## src/rtl/tlc_pkg.sv

```systemverilog
// Shared definitions for the traffic light controller front end.
// Boot FSM states and timing constants.
package tlc_pkg;

    localparam int TICKS_PER_SEC = 100;
    localparam int CLK_HZ_DEF    = 1_000_000;

    typedef enum logic {
        BOOT,
        RUN
    } boot_state_t;

endpackage

```

## src/rtl/tlc_input_conditioner_if.sv

```systemverilog
// Conditioner <-> board/controller bundle.
// The master drives strobes and conditioned levels; the slave owns the raw switches.
interface tlc_input_conditioner_if;
    import tlc_pkg::*;

    logic standby_raw;
    logic test_raw;
    logic tick_100hz;
    logic tick_1hz;
    logic scan_phase;
    logic standby_o;
    logic test_o;
    logic test_rise;

    modport master (
        input  standby_raw,
        input  test_raw,
        output tick_100hz,
        output tick_1hz,
        output scan_phase,
        output standby_o,
        output test_o,
        output test_rise
    );

    modport slave (
        output standby_raw,
        output test_raw,
        input  tick_100hz,
        input  tick_1hz,
        input  scan_phase,
        input  standby_o,
        input  test_o,
        input  test_rise
    );

endinterface

```

## src/rtl/tlc_debounce.sv

```systemverilog
// Two-flop synchroniser followed by a tick-sampled debounce counter.
// The stable level only moves after DB_TICKS consecutive differing samples.
module tlc_debounce
    import tlc_pkg::*;
#(
    parameter int DB_TICKS = 3
) (
    input  logic clk,
    input  logic rst_n,
    input  logic tick,
    input  logic raw,
    output logic stable
);

    logic       s1;
    logic       s2;
    logic [3:0] db_cnt;

    always_ff @(posedge clk or negedge rst_n) begin
        if (!rst_n) begin
            s1     <= 1'b0;
            s2     <= 1'b0;
            db_cnt <= '0;
            stable <= 1'b0;
        end else begin
            s1 <= raw;
            s2 <= s1;
            if (tick) begin
                if (s2 == stable) begin
                    db_cnt <= '0;
                end else if (db_cnt == 4'(DB_TICKS - 1)) begin
                    stable <= s2;
                    db_cnt <= '0;
                end else begin
                    db_cnt <= db_cnt + 4'd1;
                end
            end
        end
    end

endmodule

```

## src/rtl/tlc_input_conditioner.sv

```systemverilog
// Prescaler, switch conditioning and boot standby hold for the
// traffic light controller.
module tlc_input_conditioner
    import tlc_pkg::*;
#(
    parameter int CLK_HZ   = CLK_HZ_DEF,
    parameter int DB_TICKS = 3,
    parameter int BOOT_S   = 2
) (
    input logic                      clk,
    input logic                      rst_n,
    tlc_input_conditioner_if.master  bus
);

    localparam int DIV = CLK_HZ / TICKS_PER_SEC;
    localparam int PW  = (DIV > 1) ? $clog2(DIV) : 1;

    logic [PW-1:0] pre_cnt;
    logic [6:0]    sec_cnt;
    logic          t100;
    logic          t1;
    logic          scan_q;

    boot_state_t   state;
    logic [3:0]    boot_cnt;
    logic          hold;

    logic          db_sb;
    logic          db_test;
    logic          test_q;
    logic          rise_q;

    assign t100 = (pre_cnt == PW'(DIV - 1));
    assign t1   = t100 && (sec_cnt == 7'd99);

    always_ff @(posedge clk or negedge rst_n) begin
        if (!rst_n) begin
            pre_cnt <= '0;
            sec_cnt <= '0;
            scan_q  <= 1'b0;
        end else begin
            pre_cnt <= t100 ? '0 : pre_cnt + PW'(1);
            if (t100) begin
                sec_cnt <= (sec_cnt == 7'd99) ? 7'd0 : sec_cnt + 7'd1;
                scan_q  <= ~scan_q;
            end
        end
    end

    tlc_debounce #(.DB_TICKS(DB_TICKS)) u_db_standby (
        .clk    (clk),
        .rst_n  (rst_n),
        .tick   (t100),
        .raw    (bus.standby_raw),
        .stable (db_sb)
    );

    tlc_debounce #(.DB_TICKS(DB_TICKS)) u_db_test (
        .clk    (clk),
        .rst_n  (rst_n),
        .tick   (t100),
        .raw    (bus.test_raw),
        .stable (db_test)
    );

    // hold releases on the same edge that moves to RUN
    always_ff @(posedge clk or negedge rst_n) begin
        if (!rst_n) begin
            state    <= BOOT;
            boot_cnt <= '0;
            hold     <= 1'b1;
        end else begin
            unique case (state)
                BOOT: begin
                    if (boot_cnt == 4'(BOOT_S)) begin
                        state <= RUN;
                        hold  <= 1'b0;
                    end else if (t1) begin
                        boot_cnt <= boot_cnt + 4'd1;
                        if (boot_cnt + 4'd1 == 4'(BOOT_S)) begin
                            state <= RUN;
                            hold  <= 1'b0;
                        end
                    end
                end
                RUN: begin
                    state <= RUN;
                end
                default: begin
                    state <= BOOT;
                end
            endcase
        end
    end

    always_ff @(posedge clk or negedge rst_n) begin
        if (!rst_n) begin
            test_q <= 1'b0;
            rise_q <= 1'b0;
        end else begin
            test_q <= db_test;
            rise_q <= db_test & ~test_q;
        end
    end

    assign bus.tick_100hz = t100;
    assign bus.tick_1hz   = t1;
    assign bus.scan_phase = scan_q;
    assign bus.standby_o  = hold | db_sb;
    assign bus.test_o     = db_test;
    assign bus.test_rise  = rise_q;

endmodule
```

## src/flat_wrapper.sv

```systemverilog
// flat-port wrapper written by rule: the top's interface ports become plain ports
module tlc_input_conditioner_flat import tlc_pkg::*;
#(
    parameter int CLK_HZ   = CLK_HZ_DEF,
    parameter int DB_TICKS = 3,
    parameter int BOOT_S   = 2
)
  (clk, rst_n, bus_standby_raw, bus_test_raw, bus_tick_100hz, bus_tick_1hz, bus_scan_phase, bus_standby_o, bus_test_o, bus_test_rise);
  tlc_input_conditioner_if bus_i ();
  input logic clk;
  input logic rst_n;
  input wire logic [$bits(bus_i.standby_raw)-1:0] bus_standby_raw;
  input wire logic [$bits(bus_i.test_raw)-1:0] bus_test_raw;
  output wire logic [$bits(bus_i.tick_100hz)-1:0] bus_tick_100hz;
  output wire logic [$bits(bus_i.tick_1hz)-1:0] bus_tick_1hz;
  output wire logic [$bits(bus_i.scan_phase)-1:0] bus_scan_phase;
  output wire logic [$bits(bus_i.standby_o)-1:0] bus_standby_o;
  output wire logic [$bits(bus_i.test_o)-1:0] bus_test_o;
  output wire logic [$bits(bus_i.test_rise)-1:0] bus_test_rise;
  assign bus_i.standby_raw = bus_standby_raw;
  assign bus_i.test_raw = bus_test_raw;
  assign bus_tick_100hz = bus_i.tick_100hz;
  assign bus_tick_1hz = bus_i.tick_1hz;
  assign bus_scan_phase = bus_i.scan_phase;
  assign bus_standby_o = bus_i.standby_o;
  assign bus_test_o = bus_i.test_o;
  assign bus_test_rise = bus_i.test_rise;
  tlc_input_conditioner #(.CLK_HZ(CLK_HZ), .DB_TICKS(DB_TICKS), .BOOT_S(BOOT_S)) u_core (.clk(clk), .rst_n(rst_n), .bus(bus_i));
endmodule
```

## config.mk

```make
export PLATFORM = sky130hd
export DESIGN_NAME = tlc_input_conditioner_flat
export DESIGN_NICKNAME = d
export VERILOG_FILES = /design/src/rtl/tlc_pkg.sv /design/src/rtl/tlc_input_conditioner_if.sv /design/src/rtl/tlc_debounce.sv /design/src/rtl/tlc_input_conditioner.sv /design/src/flat_wrapper.sv
export SDC_FILE = /design/constraint.sdc
export NUM_CORES = 1
export LEC_CHECK = 0
export BUFFER_PORTS_ARGS = -buffer_cell sky130_fd_sc_hd__buf_2
export CORE_ASPECT_RATIO = 1.75
export CORE_UTILIZATION = 52
export DETAILED_ROUTE_END_ITERATION = 6
export GPL_ROUTABILITY_DRIVEN = 0
export PLACE_DENSITY = 0.69
export SLEW_MARGIN = 20
export SYNTH_ARGS = -nofsm -noshare
export SYNTH_HDL_FRONTEND = slang
export SYNTH_SLANG_ARGS = --single-unit
```

## constraint.sdc

```tcl
create_clock -name clk -period 2.35 [get_ports clk]
set_clock_uncertainty 0.05 [all_clocks]
set_input_delay 0.1175 -clock clk [delete_from_list [all_inputs] [get_ports clk]]
set_output_delay 0.1175 -clock clk [all_outputs]
set_load 0.01 [all_outputs]
```

* Word-level counts from Yosys, hierarchy flattened
Cells that the tools add are included.
** Operators by class
- Add/sub/neg operators :: 5
- Eq/ne operators :: 8
- Muxes and demuxes :: 13
- Bitwise gates (word level) :: 8
- Reduce and logical (&&, ||, !) cells :: 7
** Operators with widths (number)
- == test 4 x 2 -> 1 bit (second input constant) :: 4
- two-way mux 4 bit :: 4
- adder 14 x 1 -> 14 bit (second input constant) :: 1
- == test 14 bit (second input constant) :: 1
- two-way mux 14 bit :: 1
- adder 4 x 1 -> 4 bit (second input constant) :: 3
- AND reduction 3 bit :: 4
- adder 7 x 1 -> 7 bit (second input constant) :: 1
- == test 7 bit (second input constant) :: 1
- two-way mux 7 bit :: 1
- two-way mux 1 bit :: 6
- NOT 1 bit :: 6
- nonzero test 2 bit :: 2
- == test 1 bit :: 2
- one-hot mux 1 bit (2 select lines) :: 1
- bitwise AND 1 bit :: 1
- logical AND 1 bit :: 1
- bitwise OR 1 bit :: 1
** Storage, ports and cells
- Flip-flop bits (word level) :: 44
- Output and inout bits :: 6
- Logic and storage cells :: 57

* Longest topological paths before layout
Gate-level depths: netlist (run 1).
- Depth in word-level cells :: 6
- Gate-level depth with buffers :: 7
- Mapped depth without buffers :: 6

* Cells and area by module
A second synthesis (run 1) with hierarchy kept.
** Unflattened totals
- Cells, all modules :: 190
- Area, all modules :: 2124.5 µm²
** By module, submodules not included
- tlc_input_conditioner :: instances 1, cells an instance 132, area an instance 1466.4 µm², sequential area each 752.0 µm²
- tlc_debounce :: instances 2, cells an instance 29, area an instance 329.1 µm², sequential area each 175.2 µm²

* Worst setup path before layout (run 1)
No wires, ideal clock.
- Path kind :: reg2reg
- From :: reg u_core.pre_cnt[4]
- To :: reg u_core.u_db_test.db_cnt[3]
- Setup time :: 0.126 ns
- Arrival :: 1.897 ns
- Path slack :: 0.277 ns
- Cell stages (with the launch flop) :: 8
- Path buffers :: 3
- Cell sequence :: dfrtp_1 > buf_6 > or4_4 > or4_4 > buf_6 > buf_6 > o21ai_1 > o31ai_1
** Between the ends
- Word-level cells in the longest chain between the ends :: 1
** Ends and longest elaborated chain
- start, declared :: line tlc_input_conditioner.sv:18 : logic [PW-1:0] pre_cnt;
- start signal, assigned :: line tlc_input_conditioner.sv:42 : pre_cnt <= t100 ? '0 : pre_cnt + PW'(1);
- == test 14 bit :: line tlc_input_conditioner.sv:33 : assign t100 = (pre_cnt == PW'(DIV - 1));
- end signal, assigned :: line tlc_debounce.sv:35 : db_cnt <= db_cnt + 4'd1;
- end, declared :: line tlc_debounce.sv:17 : logic [3:0] db_cnt;
No other way between the ends.
A chain may end at the register's enable or synchronous reset.

* Worst setup path after layout (run 1)
- From :: reg u_core.pre_cnt[4]
- To :: out bus_tick_1hz
** Between the ends
- Word-level cells in the longest chain between the ends :: 2
** Ends and longest elaborated chain
- == test 14 bit :: line tlc_input_conditioner.sv:33
- logical AND 1 bit :: line tlc_input_conditioner.sv:34 : assign t1 = t100 && (sec_cnt == 7'd99);
- end, declared :: line flat_wrapper.sv:15 : output wire logic [$bits(bus_i.tick_1hz)-1:0] bus_tick_1hz;
No other way between the ends.

==> run_results.csv, run 1 <==
group,metric,value,unit
run_status,status,"finished clean",
yosys,synth_top_family_by_area,"simple AND/OR/NAND/NOR gates",
global_route,grt_pass1_vias,1581,
setup_path,critPathLaunchType,"register",
place,dp_slack,0.206,ns
routing,wl_per_cell,14.5,um
setup_path,path_max_fanout,7,
cts,clock_latency,0.29,ns
global_route,grtUsageMet3,4.79,%
global_route,use_met2,38.7,%
routing,first_pass_iters,4,
sta,hold_viol,0,
yosys,synth_compound_area_share,7.85,%
setup_path,crit_chain,"or4_4 -> nor4_1 -> and2_1 -> buf_2",
yosys,syn_area,2090,um^2
setup_path,arrival,2.01,ns
floorplan,rows,30,
yosys,synth_nets,204,
yosys,synth_xor_area_share,7.97,%
cts,clock-sinks,44,
yosys,muxShareOfSynthArea,2.58,%
cells_and_area,n_antenna_cell,0,
routing,ant_nets,0,
routing,routed_wl,3730,um
sta,relSlewSlack,37.1,%
place,placed_area,2190,um^2
sta,rsz0062_at_grt,"no",
place,dpl.hpwl,2700,um
setup_path,endpoint_kind,"output port",
yosys,synthAdderAreaFrac,5.40,%
routing,initialDrtViolationCount,25,
routing,remaining_drc_errors,0,
global_route,grt_antenna_before_repair,0,
floorplan,die_x,49.9,um
global_route,grtUsageMet1,21.4,%
floorplan,fp.dieH,85.8,um
cts,htreeDepth,2,
global_route,grt_overflow_total,0,
yosys,synth_warnings,0,
floorplan,core_area,3870,um^2
setup_path,critPathKind,"register to output port",
cells_and_area,area_delta_synth_final,12.5,%
cts,cts_buffers,5,
cells_and_area,final_common_cell,"dfrtp_1",
sta,worst_slew_pin_slew,0.943,ns
power,power_density,618,nW/um^2
routing,vias,1459,
yosys,avgSynthCellArea,10.9,um^2
floorplan,ioPinCount,10,
global_route,grt_start_max_net_pins,45,
global_route,grt_use_total,21.0,%
yosys,ys_types,37,
setup_path,crit_slowest_cell,"or4_4",
cts,cts_tree,"yes",
cells_and_area,drive_gt1_share,14.8,%
sta,fin_setup_tns,0,ns
sta,finalMaxSlewViolations,0,
global_route,grt_first_pass_wirelength,6790,um
sta,fmax,0.458,GHz
cells_and_area,fin_area,2350,um^2
power,ir_worst_vdd,578,uV
floorplan,start_util,54.0,%
cells_and_area,mostFrequentLayoutCells,"dfrtp_1, nand2_1, nor2_1, xnor2_1, nand3_1",
yosys,ys_ff_latch,44,
sta,period_share,92.9,%
cts,cts-root-buf,"clkbuf_8",
run,maxCapViolations,0,
cts,postCtsSetupBuffers,0,
sta,fin_ws,0.168,ns
floorplan,die_area,4280,um^2
sta,finalCriticalPeriod,2.18,ns
sta,finalSetupViolCount,0,
setup_path,worstPathRequired,2.18,ns
yosys,synth-simple-area-share,20.0,%
sta,timing.hold.ws,0.297,ns
cts,cts_buffer_depth,2,
worst_hold_path,min_path_type,"register to register",
global_route,busiest_layer,"met2",
place,io_buffers,9,
routing,routed_via_density,5.68,
cells_and_area,nNetsFinal,222,
yosys,ys_seq_area_share,52.8,%
cts,clkTransAtPathRegs,0.08,ns
setup_path,slowest_delay,0.52,ns
yosys,postSynthCellCount,191,
power,p_leak,1.11,nW
-- critical path: cells and delay by family, from the launching register on --
kind	cells	cell delay (ns)
simple gates	3	1.13
buf+inv	1	0.13
flops	1	0.46
-- report_power, final --
| group | switching, mW | internal [mW] |
|---|---|---|
| registers | 0.00164 | 0.760 |
| logic | 0.0186 | 0.00724 |
| clock network | 0.246 | 0.418 |
-- layout make-up --
class | instances | area, um^2
clock inverter | 2 | 60.1
clock buffer | 5 | 68.8
timing repair buffer | 17 | 113
sequential | 44 | 1100
tap | 48 | 60.1
fill | 331 | 1520
inverter | 6 | 22.5
multi-input combinational | 135 | 921
-- synthesized netlist by cell type (all sizes together) --
cell type	number	area (um^2)
dfrtp	43	1080
nand2	18	67.6
nor2	15	56.3
xnor2	14	123
nand3	13	65.1
o21ai	10	50.0
ha	9	113
inv	6	22.5
nor3	6	30.0
buf	5	43.8
nand4	5	31.3
nor4	5	37.5
xor2	5	43.8
and3	4	25.0
nor3b	4	30.0
a21o	3	22.5
mux2	3	33.8
a21oi	2	10.0
a22o	2	17.5
and2	2	12.5
mux2i	2	20.0
o31ai	2	15.0
o41ai	2	32.5
or4	2	22.5
a21boi	1	7.51
and3b	1	8.76
clkbuf	1	3.75
dfstp	1	26.3
nor2b	1	6.26
nor4bb	1	10.0
o2111ai	1	8.76
or2	1	6.26
or3b	1	8.76
-- flip-flops by register name, summed over array words and instances (netlist names) --
name / count
u_core.u_db_test.s1: 1
u_core.state: 1
u_core.hold: 1
u_core.u_db_standby.db_cnt: 4
u_core.u_db_test.db_cnt: 4
u_core.boot_cnt: 4
u_core.sec_cnt: 7
u_core.u_db_test.stable: 1
u_core.u_db_standby.stable: 1
u_core.test_q: 1
u_core.bus.scan_phase: 1
u_core.u_db_standby.s2: 1
u_core.pre_cnt: 14
u_core.u_db_standby.s1: 1
u_core.u_db_test.s2: 1
u_core.bus.test_rise: 1
-- final timing paths --
check	start	endpoint	slack, ns	cells after the start
setup / recovery	u_core.pre_cnt[4]	bus_tick_1hz	0.17	4
hold / removal	u_core.u_db_test.s1	u_core.u_db_test.s2	0.30	0
setup reg to reg	u_core.pre_cnt[4]	u_core.sec_cnt[2]	0.21	5
hold reg to reg	u_core.u_db_test.s1	u_core.u_db_test.s2	0.30	0
max in group asynchronous	rst_n	u_core.pre_cnt[10]	1.21	2
min in group asynchronous	rst_n	u_core.bus.test_rise	0.45	2
-- layer usage --
layer / share of wire (%) / wire length (um) / vias up
li1: - / - / 700
met1: 42 / 1570 / 742
met2: 54 / 2020 / 10
met3: 1.9 / 72 / 7
met4: 1.8 / 67 / 0
met5: 0 / 0 / -
-- cells by family (layout without fill, tap and decap cells) --
logic type                 after synthesis  after routing
and+or+nand+nor                         79             79
DFF                                     44             44
AOI/OAI and AO/OA                       23             23
xor gates and xnor gates                19             19
buffers and inverters                   12             30
adders and majority gates                9              9
muxes                                    5              5
-- metrics by stage --
stage | std cells | util, % | power, mW
finish | 257 | 60.7 | 1.45
global route | 257 | 60.7 | 1.50
CTS | 257 | 60.7 | 1.47
detailed placement | 247 | 56.6 | 0.800
global placement | 247 | 56.6 | 0.799
floorplan | 191 | - | 0.782
-- timing repair --
item / 4_1_cts / 5_1_grt
endpoints found under the hold margin: 45 / 0
hold buffers: 3 / 0
resized for setup: 0 / 0
Power figures use the tool's default switching activity.
==> run 2: changes to the inputs <==
- PLACE_DENSITY: 0.69 -> 0.7
- SYNTH_HIERARCHICAL: unset -> 1
==> run 2 against run 1 <==
Effect of this change:
- power is 7.9% higher
- cell area increased by 1.6%
- core utilization increased by 0.38 points
- register-to-register slack better by 0.10 ns
- critical path depth stayed put
- sequential share of layout area fell by 0.74 points
- synthesized area grew 1.8%
- sequential power about the same
- clock-buffer cell count stayed put
- cell count decreased by 1.6%
- critical endpoint unchanged
- largest power group is now the clock network
- highest routed layer unchanged
==> run_results.csv, run 2 <==
group,metric,value,unit
power,seq_power_share,48.7,%
sta,finalMaxSlewViolations,0,
floorplan,ioPinCount,10,
routing,first_pass_iters,4,
place,placed_area,2200,um^2
power,ir_worst_vdd,548,uV
yosys,ys_ff_latch,44,
floorplan,core_area,3900,um^2
floorplan,fp.dieH,86.6,um
setup_path,critPathKind,"register to output port",
yosys,yosysTopAreaCell,"dfrtp_1",
cells_and_area,largest-register,"u_core/pre_cnt",
routing,initialDrtViolationCount,40,
cts,cts-root-buf,"clkbuf_8",
run_status,status,"finished clean",
sta,fmax,0.477,GHz
sta,hold_viol,0,
setup_path,endpoint_kind,"output port",
power,power_density,657,nW/um^2
global_route,grt_start_max_net_pins,45,
global_route,grt_antenna_before_repair,0,
routing,wl_per_cell,14.8,um
yosys,synth.area.top_cells,"dfrtp_1, xnor2_1, nand2_1",
cts,htreeDepth,2,
place,io_buffers,9,
global_route,grt_first_pass_wirelength,6510,um
sta,finalSetupViolCount,0,
yosys,ys_types,46,
cts,cts_buffers,5,
yosys,synthArstFlopShare,100,%
routing,vias,1481,
yosys,synth_nets,199,
routing,remaining_drc_errors,0,
cells_and_area,area_delta_synth_final,12.2,%
sta,period_share,89.3,%
cts,cts_buffer_depth,2,
global_route,grt_use_total,19.9,%
cells_and_area,nNetsFinal,213,
power,clockPowerShare,49.7,%
cells_and_area,mostFrequentLayoutCells,"dfrtp_1, nand2_1, nand3_1, xnor2_1, nor2_1",
cts,clkTransAtPathRegs,0.08,ns
cts,clock-sinks,44,
sta,finalCriticalPeriod,2.10,ns
cells_and_area,fin_area,2380,um^2
global_route,grt_overflow_total,0,
place,dpl.hpwl,2640,um
setup_path,crit_chain,"nor4b_4 -> and4_2 -> and2_1 -> buf_2",
run,maxCapViolations,0,
floorplan,die_x,50.3,um
power,p_leak,1.12,nW
setup_path,path_max_fanout,20,
yosys,synth_edf_count,0,
cells_and_area,drive_gt1_share,15.6,%
setup_path,crit_family,"simple AND/OR/NAND/NOR gates",
routing,routed_wl,3740,um
cells_and_area,top_regs,"u_core/pre_cnt x14, u_core/sec_cnt x7",
yosys,synth_warnings,6,
yosys,avgSynthCellArea,11.2,um^2
yosys,synth_top_cell_area_share,50.6,%
floorplan,rows,30,
routing,ant_nets,0,
worst_hold_path,min_path_type,"register to register",
yosys,yosys.cell_count.top_type,"dfrtp_1",
yosys,ys.flop_type,"dfrtp_1",
cts,cts_tree,"yes",
power,power.switching,0.268,mW
cts,postCtsSetupBuffers,0,
yosys,ys_seq_area_share,51.9,%
power,power.total,1.57,mW
setup_path,worstPathRequired,2.18,ns
setup_path,slowest_delay,0.49,ns
power,internal-power,1.30,mW
floorplan,die_area,4360,um^2
yosys,synth_common_cells,"dfrtp_1, nand2_1, nand3_1",
cells_and_area,largest_register_ffs,14,
power,power_frac_comb,1.6,%
routing,routed_via_density,5.85,
cells_and_area,n_antenna_cell,0,
sta,relSlewSlack,36.3,%
global_route,grt_pass1_vias,1501,
yosys,syn_area,2120,um^2
sta,fin_setup_tns,0,ns
setup_path,critPathLaunchType,"register",
setup_path,cp_num_buf_inv,1,
power,p_sw_share,17.1,%
setup_path,arrival,1.93,ns
sta,rsz0062_at_grt,"no",
yosys,postSynthCellCount,190,
sta,worst_slew_pin_slew,0.955,ns
cts,clock_latency,0.29,ns
cells_and_area,final_common_cell,"dfrtp_1",
floorplan,start_util,54.4,%
setup_path,crit_slowest_cell,"and4_2",
[run 2: cell types whose count changed after synthesis, sizes merged, moves of 4 or more]
cell | previous run | this run
o21ai | 10 | 2
nor2 | 15 | 10
nor4 | 5 | 0
a21oi | 2 | 6
and4b | 0 | 4
ha | 9 | 5
nor3b | 4 | 0
[run 2: layout make-up]
| cell class | count | area, um^2 |
|---|---|---|
| multi-input combinational | 135 | 966 |
| clock buffer | 5 | 68.8 |
| inverter | 6 | 22.5 |
| fill | 339 | 1520 |
| sequential | 44 | 1100 |
| timing repair buffer | 12 | 75.1 |
| tap | 48 | 60.1 |
| clock inverter | 3 | 90.1 |
[run 2: layer usage]
metal / part of all wire (%) / GRT usage [%] / vias up
met5: 0 / 0 / -
met4: 1.3 / 7.07 / 0
met3: 2.1 / 5.44 / 4
met2: 56 / 36.7 / 18
met1: 40 / 20.9 / 752
li1: - / - / 707
[run 2: stage by stage]
step           util [%]  setup WS (ns)  std cells  hold WS, ns
2_1_floorplan         -          0.444        190       -0.228
3_3_place_gp       56.3          0.435        242        0.175
3_5_place_dp       56.3          0.361        242        0.182
4_1_cts            61.1          0.249        253        0.311
5_1_grt            61.1          0.150        253        0.314
6_report           61.1          0.252        253        0.308
[run 2: worst reg2reg max path, stage by stage (launching register included)]
cell	delay (ns)
dfrtp_1	0.45
nor4b_4	0.40
and4_2	0.49
or4b_1	0.48
nand3_1	0.11
[run 2: power groups by stage]
| stage | Combinational [mW] | Sequential (mW) | Clock (mW) |
|---|---|---|---|
| 6_report | 0.0247 | 0.762 | 0.779 |
| 5_1_grt | 0.0291 | 0.763 | 0.832 |
| 4_1_cts | 0.0262 | 0.762 | 0.802 |
| 3_5_place_dp | 0.0223 | 0.778 | 0 |
| 3_3_place_gp | 0.0213 | 0.777 | 0 |
| 2_1_floorplan | 0.00375 | 0.777 | 0 |
[run 2: logic make-up after synthesis]
kind of cell / after synthesis / share of synthesized area, %
flip-flops: 44 / 51.9
adder cells (fa/ha/maj): 5 / 2.94
AND/OR/NAND/NOR: 81 / 24.2
buffers and inverters: 11 / 2.65
multiplexers: 6 / 3.00
XOR/XNOR: 19 / 7.83
AO/OA/AOI/OAI: 24 / 7.48
[run 2: repair_timing]
action,4_1_cts,5_1_grt
resized for setup,0,0
hold buffers,3,0
setup endpoints to repair,0,0
endpoints found under the hold margin,45,0
[run 2: worst paths after layout]
kind	cells after the start	to	slack, ns	startpoint
min in group asynchronous	2	u_core/test_q	0.46	rst_n
max in group asynchronous	2	u_core/boot_cnt[0]	1.19	rst_n
worst min register to register	0	u_core/u_db_test/s2	0.31	u_core/u_db_test/s1
worst min-delay path	0	u_core/u_db_test/s2	0.31	u_core/u_db_test/s1
worst max register to register	4	u_core/u_db_test/db_cnt[3]	0.31	u_core/pre_cnt[4]
worst max-delay path	4	bus_tick_1hz	0.25	u_core/pre_cnt[4]
